[src/rtl/tile_sequencer.sv]
// tile_sequencer: layer-level scheduler for the systolic-array tile controller.
// Walks weight tiles (outer loop) and input-feature tiles (inner loop). For
// each tile it presents base addresses and an accumulate-clear flag, then
// runs one start/ready handshake with the controller. A one-cycle
// layer_done pulse marks the end of the layer.
module tile_sequencer #(
    parameter int ADDR_W    = 16,
    parameter int CNT_W     = 8,
    parameter int W_STRIDE  = 64,
    parameter int IF_STRIDE = 64
) (
    input  logic              clk,
    input  logic              rst,
    input  logic              cfg_valid,
    output logic              cfg_ready,
    input  logic [CNT_W-1:0]  cfg_n_w,
    input  logic [CNT_W-1:0]  cfg_n_if,
    input  logic [ADDR_W-1:0] cfg_w_base,
    input  logic [ADDR_W-1:0] cfg_if_base,
    input  logic              abort,
    output logic              ctrl_start,
    input  logic              ctrl_ready,
    output logic [ADDR_W-1:0] w_addr,
    output logic [ADDR_W-1:0] if_addr,
    output logic [CNT_W-1:0]  w_idx,
    output logic [CNT_W-1:0]  if_idx,
    output logic              acc_clr,
    output logic              busy,
    output logic              layer_done
);

    typedef enum logic [2:0] {
        ST_IDLE      = 3'd0,
        ST_ISSUE     = 3'd1,
        ST_START     = 3'd2,
        ST_WAIT_ACK  = 3'd3,
        ST_WAIT_DONE = 3'd4,
        ST_ADVANCE   = 3'd5,
        ST_DONE      = 3'd6
    } state_t;

    // Strides reduced to address width: address arithmetic wraps silently.
    localparam logic [ADDR_W-1:0] W_STEP  = ADDR_W'(W_STRIDE);
    localparam logic [ADDR_W-1:0] IF_STEP = ADDR_W'(IF_STRIDE);
    localparam logic [CNT_W-1:0]  CNT_ZERO = {CNT_W{1'b0}};
    localparam logic [CNT_W-1:0]  CNT_ONE  = CNT_W'(1);

    state_t            state_r;
    state_t            state_next_s;

    logic [CNT_W-1:0]  n_w_r;
    logic [CNT_W-1:0]  n_if_r;
    logic [ADDR_W-1:0] if_base_r;
    logic [CNT_W-1:0]  w_idx_r;
    logic [CNT_W-1:0]  if_idx_r;
    logic [ADDR_W-1:0] w_addr_r;
    logic [ADDR_W-1:0] if_addr_r;
    logic              acc_clr_r;

    logic              ctrl_start_r;
    logic              cfg_ready_r;
    logic              busy_r;
    logic              layer_done_r;

    logic              load_s;
    logic              step_if_s;
    logic              step_w_s;
    logic              last_if_s;
    logic              last_w_s;

    // Unsigned counts: the last tile is index n-1, so 255 means 255 tiles.
    assign last_if_s = (if_idx_r == (n_if_r - CNT_ONE));
    assign last_w_s  = (w_idx_r  == (n_w_r  - CNT_ONE));

    // Next-state decode plus the datapath load/step strobes for this cycle.
    always_comb begin
        state_next_s = state_r;
        load_s       = 1'b0;
        step_if_s    = 1'b0;
        step_w_s     = 1'b0;
        case (state_r)
            ST_IDLE: begin
                // abort has no effect here; a descriptor is always taken.
                if (cfg_valid) begin
                    load_s = 1'b1;
                    if ((cfg_n_w == CNT_ZERO) || (cfg_n_if == CNT_ZERO)) begin
                        state_next_s = ST_DONE;
                    end else begin
                        state_next_s = ST_ISSUE;
                    end
                end else begin
                    state_next_s = ST_IDLE;
                end
            end
            ST_ISSUE: begin
                if (abort) begin
                    state_next_s = ST_IDLE;
                end else if (ctrl_ready) begin
                    state_next_s = ST_START;
                end else begin
                    state_next_s = ST_ISSUE;
                end
            end
            ST_START: begin
                if (abort) begin
                    state_next_s = ST_IDLE;
                end else begin
                    state_next_s = ST_WAIT_ACK;
                end
            end
            ST_WAIT_ACK: begin
                if (abort) begin
                    state_next_s = ST_IDLE;
                end else if (!ctrl_ready) begin
                    state_next_s = ST_WAIT_DONE;
                end else begin
                    state_next_s = ST_WAIT_ACK;
                end
            end
            ST_WAIT_DONE: begin
                if (abort) begin
                    state_next_s = ST_IDLE;
                end else if (ctrl_ready) begin
                    state_next_s = ST_ADVANCE;
                end else begin
                    state_next_s = ST_WAIT_DONE;
                end
            end
            ST_ADVANCE: begin
                if (abort) begin
                    state_next_s = ST_IDLE;
                end else if (!last_if_s) begin
                    step_if_s    = 1'b1;
                    state_next_s = ST_ISSUE;
                end else if (!last_w_s) begin
                    step_w_s     = 1'b1;
                    state_next_s = ST_ISSUE;
                end else begin
                    state_next_s = ST_DONE;
                end
            end
            ST_DONE: begin
                state_next_s = ST_IDLE;
            end
            default: begin
                state_next_s = ST_IDLE;
            end
        endcase
    end

    // State register and handshake/status outputs, registered from next state.
    always_ff @(posedge clk) begin
        if (!rst) begin
            state_r      <= ST_IDLE;
            ctrl_start_r <= 1'b0;
            cfg_ready_r  <= 1'b1;
            busy_r       <= 1'b0;
            layer_done_r <= 1'b0;
        end else begin
            state_r      <= state_next_s;
            ctrl_start_r <= (state_next_s == ST_START);
            cfg_ready_r  <= (state_next_s == ST_IDLE);
            busy_r       <= (state_next_s != ST_IDLE);
            layer_done_r <= (state_next_s == ST_DONE);
        end
    end

    // Descriptor latch and tile walk; indices and addresses move only on
    // accept or on the ADVANCE edge.
    always_ff @(posedge clk) begin
        if (!rst) begin
            n_w_r     <= CNT_ZERO;
            n_if_r    <= CNT_ZERO;
            if_base_r <= {ADDR_W{1'b0}};
            w_idx_r   <= CNT_ZERO;
            if_idx_r  <= CNT_ZERO;
            w_addr_r  <= {ADDR_W{1'b0}};
            if_addr_r <= {ADDR_W{1'b0}};
            acc_clr_r <= 1'b0;
        end else if (load_s) begin
            n_w_r     <= cfg_n_w;
            n_if_r    <= cfg_n_if;
            if_base_r <= cfg_if_base;
            w_idx_r   <= CNT_ZERO;
            if_idx_r  <= CNT_ZERO;
            w_addr_r  <= cfg_w_base;
            if_addr_r <= cfg_if_base;
            acc_clr_r <= 1'b1;
        end else if (step_if_s) begin
            if_idx_r  <= if_idx_r + CNT_ONE;
            if_addr_r <= if_addr_r + IF_STEP;
            acc_clr_r <= 1'b0;
        end else if (step_w_s) begin
            w_idx_r   <= w_idx_r + CNT_ONE;
            w_addr_r  <= w_addr_r + W_STEP;
            if_idx_r  <= CNT_ZERO;
            if_addr_r <= if_base_r;
            acc_clr_r <= 1'b1;
        end
    end

    assign cfg_ready  = cfg_ready_r;
    assign ctrl_start = ctrl_start_r;
    assign busy       = busy_r;
    assign layer_done = layer_done_r;
    assign w_addr     = w_addr_r;
    assign if_addr    = if_addr_r;
    assign w_idx      = w_idx_r;
    assign if_idx     = if_idx_r;
    assign acc_clr    = acc_clr_r;

endmodule

[config.mk]
export PLATFORM = sky130hd
export DESIGN_NAME = tile_sequencer
export DESIGN_NICKNAME = d
export VERILOG_FILES = /design/src/rtl/tile_sequencer.sv
export SDC_FILE = /design/constraint.sdc
export NUM_CORES = 1
export LEC_CHECK = 0
export BUFFER_PORTS_ARGS = -buffer_cell sky130_fd_sc_hd__buf_2
export CORE_MARGIN = 2
export CORE_UTILIZATION = 46
export DETAILED_ROUTE_END_ITERATION = 12
export PLACE_DENSITY = 0.7
export SYNTH_ARGS = -nofsm -noshare
export SYNTH_HDL_FRONTEND = slang
export SYNTH_SLANG_ARGS = --single-unit
[constraint.sdc]
create_clock -name clk -period 3.8 [get_ports clk]
set_clock_uncertainty 0.15 [all_clocks]
set_input_delay 0.19 -clock clk [delete_from_list [all_inputs] [get_ports clk]]
set_output_delay 0.19 -clock clk [all_outputs]
set_load 0.05 [all_outputs]
==> metrics.md <==
| Metric | Value |
|---|---|
| Synth Warn # | `0` |
| GR Overflow Total | `0` |
| Crit path cell chain | `inv_1, ha_1, or3b_1, nor3_1, xnor2_1, a2111o_1, a211oi_4, buf_12, mux2i_1, a21oi_1` |
| P&R area growth vs syn | `29.86%` |
| Post-Route WL | `12.27 mm` |
| Die X | `around 100 µm` |
| Standard-cell rows | `36` |
| Core ar. | `about 0.0096 mm²` |
| CTS resizes | `0` |
| Leak Pwr | `about 0.0024 µW` |
| GRT Overall Usage | `23.45%` |
| Starting Density | `a little under half` |
| Max Slew Vio Count | `0` |
| Die height | `approximately 100 µm` |
| WP data required | `3860 ps` |
| Synthesized area | `~0.0045 mm²` |
| Cell family contributing the most delay on the critical path | `compound AO/OA/AOI/OAI gates` |
| Switching power | `just under 700 µW` |
| Final Core Density | `60.92%` |
| Largest stage delay on the critical path | `630 ps` |
| DRT Pass-1 Iters | `5` |
| Unique cell type count in the Yosys netlist | `66` |
| Total CTS buffers | `9` |
| F_max | `roughly 300 MHz` |
| Most frequent cells in the layout | `buf_2, nand2_1, dfxtp_1` |
| Hold Crit Class | `primary input to register` |
| Die Area | `between 0.01 and 0.015 mm²` |
| Tmin final | `3310 ps` |
| First-pass GRT wire length | `slightly below 20 mm` |
| Synthesized Nets | `slightly above 600` |
| Fin. Hold Viols | `0` |
| CP arrival | `approximately 3400 ps` |
| Total Neg Setup Slack | `0 ps` |
| Fin area | `roughly 0.006 mm²` |
| CP max-delay cell | `a2111o_1` |
| Buffers & Inverters on Critical Path | `2` |
| Syn_area_per_cell | `roughly 8.1 µm²` |
| Final setup vio count | `0` |
| GPL Wtd Cong | `0.8363` |
| Nets | `756` |
| Seq pwr share | `~44%` |
| Cts-stage hold buffer count | `45` |
| Antenna fix cells | `0` |
| Antenna viol nets, final | `0` |
| Initial antenna violation count | `0` |
| Sw Share | `approximately 29%` |
| Clock Path Buffers | `2` |
| Seq/Total Area, Yosys | `about two fifths` |
| Non-Filler Instances | `about 840` |
| Crit share post-route | `87.10%` |
| Largest net degree at the start of global routing | `74` |
| Root Driver | `clkbuf_8` |
| Dpl cells | `between 700 and 800` |
| # DRC | `0` |
| Combinational share of power | `between 20% and 30%` |
| DPL Wire Length | `around 8 mm` |
| Worst VDD drop | `202.7 µV` |
| Reg clk slew, reported paths | `90 ps` |
| Average wire per standard cell | `~15 µm` |
| Vias per std cell | `between 5 and 6` |
| CTS tree | `done` |
| IO Pins | `106` |
| Post-synth EDFFs | `0` |
| Syn Inst Count | `around 560` |
| Via count | `4550` |
| CP startpoint kind | `register` |
| 1st-iter DRT viols | `roughly 220` |
| Clock latency on the worst-skew pair | `360 ps` |
| Status | `complete, no violations` |
| Depth of the CTS H-tree | `3` |
| Port Buf Inserts | `105` |
| CP Max Fanout | `19` |
| Vias in the first global route | `4269` |
| Setup crit end kind | `register` |
| RSZ-0062 raised after global routing | `false` |
| Buffer count from post-CTS setup fixing | `0` |
| Worst-Margin Slew | `around 800 ps` |
| CTS sink count | `between 80 and 90` |
| Synthesized flop and latch total | `between 80 and 90` |
| Kind of critical path | `register to register` |
| Max cap viols | `0` |
| Synth Flop Type | `dfxtp_1` |
| Fraction of registers with async set/reset | `0%` |
| Clk network pwr share | `36.0%` |
| Slew margin rel. | `46.55%` |
| Pwr per Cell Area | `between 300 and 400 mW/mm²` |
| Commonest non-fill, non-tap cell in the layout | `buf_2` |
| Pint | `1659 µW` |
| Placed cell area | `between 0.005 and 0.006 mm²` |
| Fraction of layout instances using a drive strength above 1 | `a little under a quarter` |
-- worst reg2reg max path: cells and delay by family, from the launching register on --
family / cells / cell delay, ps
multiplexers: 1 / 210
flip-flops: 1 / 360
adder cells (fa/ha/maj): 1 / 220
buffers and inverters: 2 / 310
AND/OR/NAND/NOR: 2 / 560
AO/OA/AOI/OAI: 3 / 1220
XOR/XNOR: 1 / 120
-- cell families (layout without fill, tap and decap cells) --
group           after synthesis  in the layout  share of synthesized area [%]
compound gates              168            168                          24.76
xor+xnor                     32             32                          6.198
fa+ha+maj                     6              6                          1.660
buf+inv                      52            196                          4.814
flops                        88             88                          38.96
mux                           7              7                          1.577
simple gates                205            205                          22.03
-- metrics by stage --
| step | hold slack [ps] | total power [µW] | setup slack (ps) |
|---|---|---|---|
| 2_1_floorplan | 176.0 | 1357 | 833.5 |
| 3_3_place_gp | 280.9 | 1467 | 602.8 |
| 3_5_place_dp | 291.6 | 1479 | 500.5 |
| 4_1_cts | 0.3606 | 2348 | 479.2 |
| 5_1_grt | 25.98 | 2441 | 268.3 |
| 6_report | 12.38 | 2340 | 490.2 |
-- path summary, 6_finish.rpt --
check / start / to / depth (start not counted) / slack (ps)
worst max-delay path: n_if_r[0] / if_addr[4] / 10 / 490
worst min-delay path: cfg_w_base[9] / w_addr[9] / 3 / 10
worst max register to register: n_if_r[0] / if_addr[4] / 10 / 490
worst min register to register: w_addr[4] / w_addr[4] / 2 / 300
-- per-layer routing --
| metal | routed length (µm) | GRT usage [%] | vias up | share of wire, % |
|---|---|---|---|---|
| met1 | 5433 | 29.14 | 2121 | 44 |
| met5 | 0 | 0 | - | 0 |
| met4 | 262 | 9.008 | 0 | 2.1 |
| met2 | 5887 | 40.16 | 134 | 48 |
| met3 | 692 | 4.542 | 25 | 5.6 |
| li1 | - | - | 2270 | - |
-- power by group through the flow --
| stage | combinational (µW) | clock, µW | sequential, µW |
|---|---|---|---|
| global route | 511 | 893 | 1040 |
| floorplan | 213 | 0 | 1140 |
| finish | 470 | 842 | 1030 |
| global placement | 423 | 0 | 1040 |
| CTS | 469 | 853 | 1030 |
| detailed placement | 432 | 0 | 1050 |
-- registers in the layout, indices dropped and copies added (netlist names), 3 cells and up --
signal     flops
if_base_r     16
w_idx          8
if_idx         8
n_w_r          8
state_r        3
w_addr        16
n_if_r         8
if_addr       16
-- area by class of cell --
| cell class | instances | area, µm² |
|---|---|---|
| sequential | 88 | 1762 |
| multi-input combinational | 418 | 2549 |
| inverter | 21 | 78.83 |
| tap | 133 | 166.4 |
| clock buffer | 11 | 131.4 |
| clock inverter | 5 | 128.9 |
| timing repair buffer | 159 | 1056 |
| fill | 900 | 3767 |
-- synthesized netlist by cell type (all sizes together), types with 3 or more instances --
library cell,count,area share [%]
a2111oi,5,1.5
a211oi,6,1.4
a21bo,3,0.66
a21oi,76,8.4
a31o,4,0.77
a31oi,7,0.97
and2,7,0.97
and3,4,0.55
and4,3,0.58
buf,6,1.0
clkbuf,25,2.1
dfxtp,88,39
ha,6,1.7
inv,20,1.7
mux2i,6,1.3
nand2,98,8.1
nand2b,4,0.55
nand3,13,1.4
nand3b,5,0.83
nand4,9,1.2
nor2,28,2.3
nor2b,3,0.42
nor3,9,1.1
nor4,5,0.69
o21ai,29,3.3
o221a,10,2.5
or3,4,0.55
or4,3,0.58
xnor2,21,4.1
xor2,11,2.1
No activity file was read; power rests on OpenSTA's default activity.
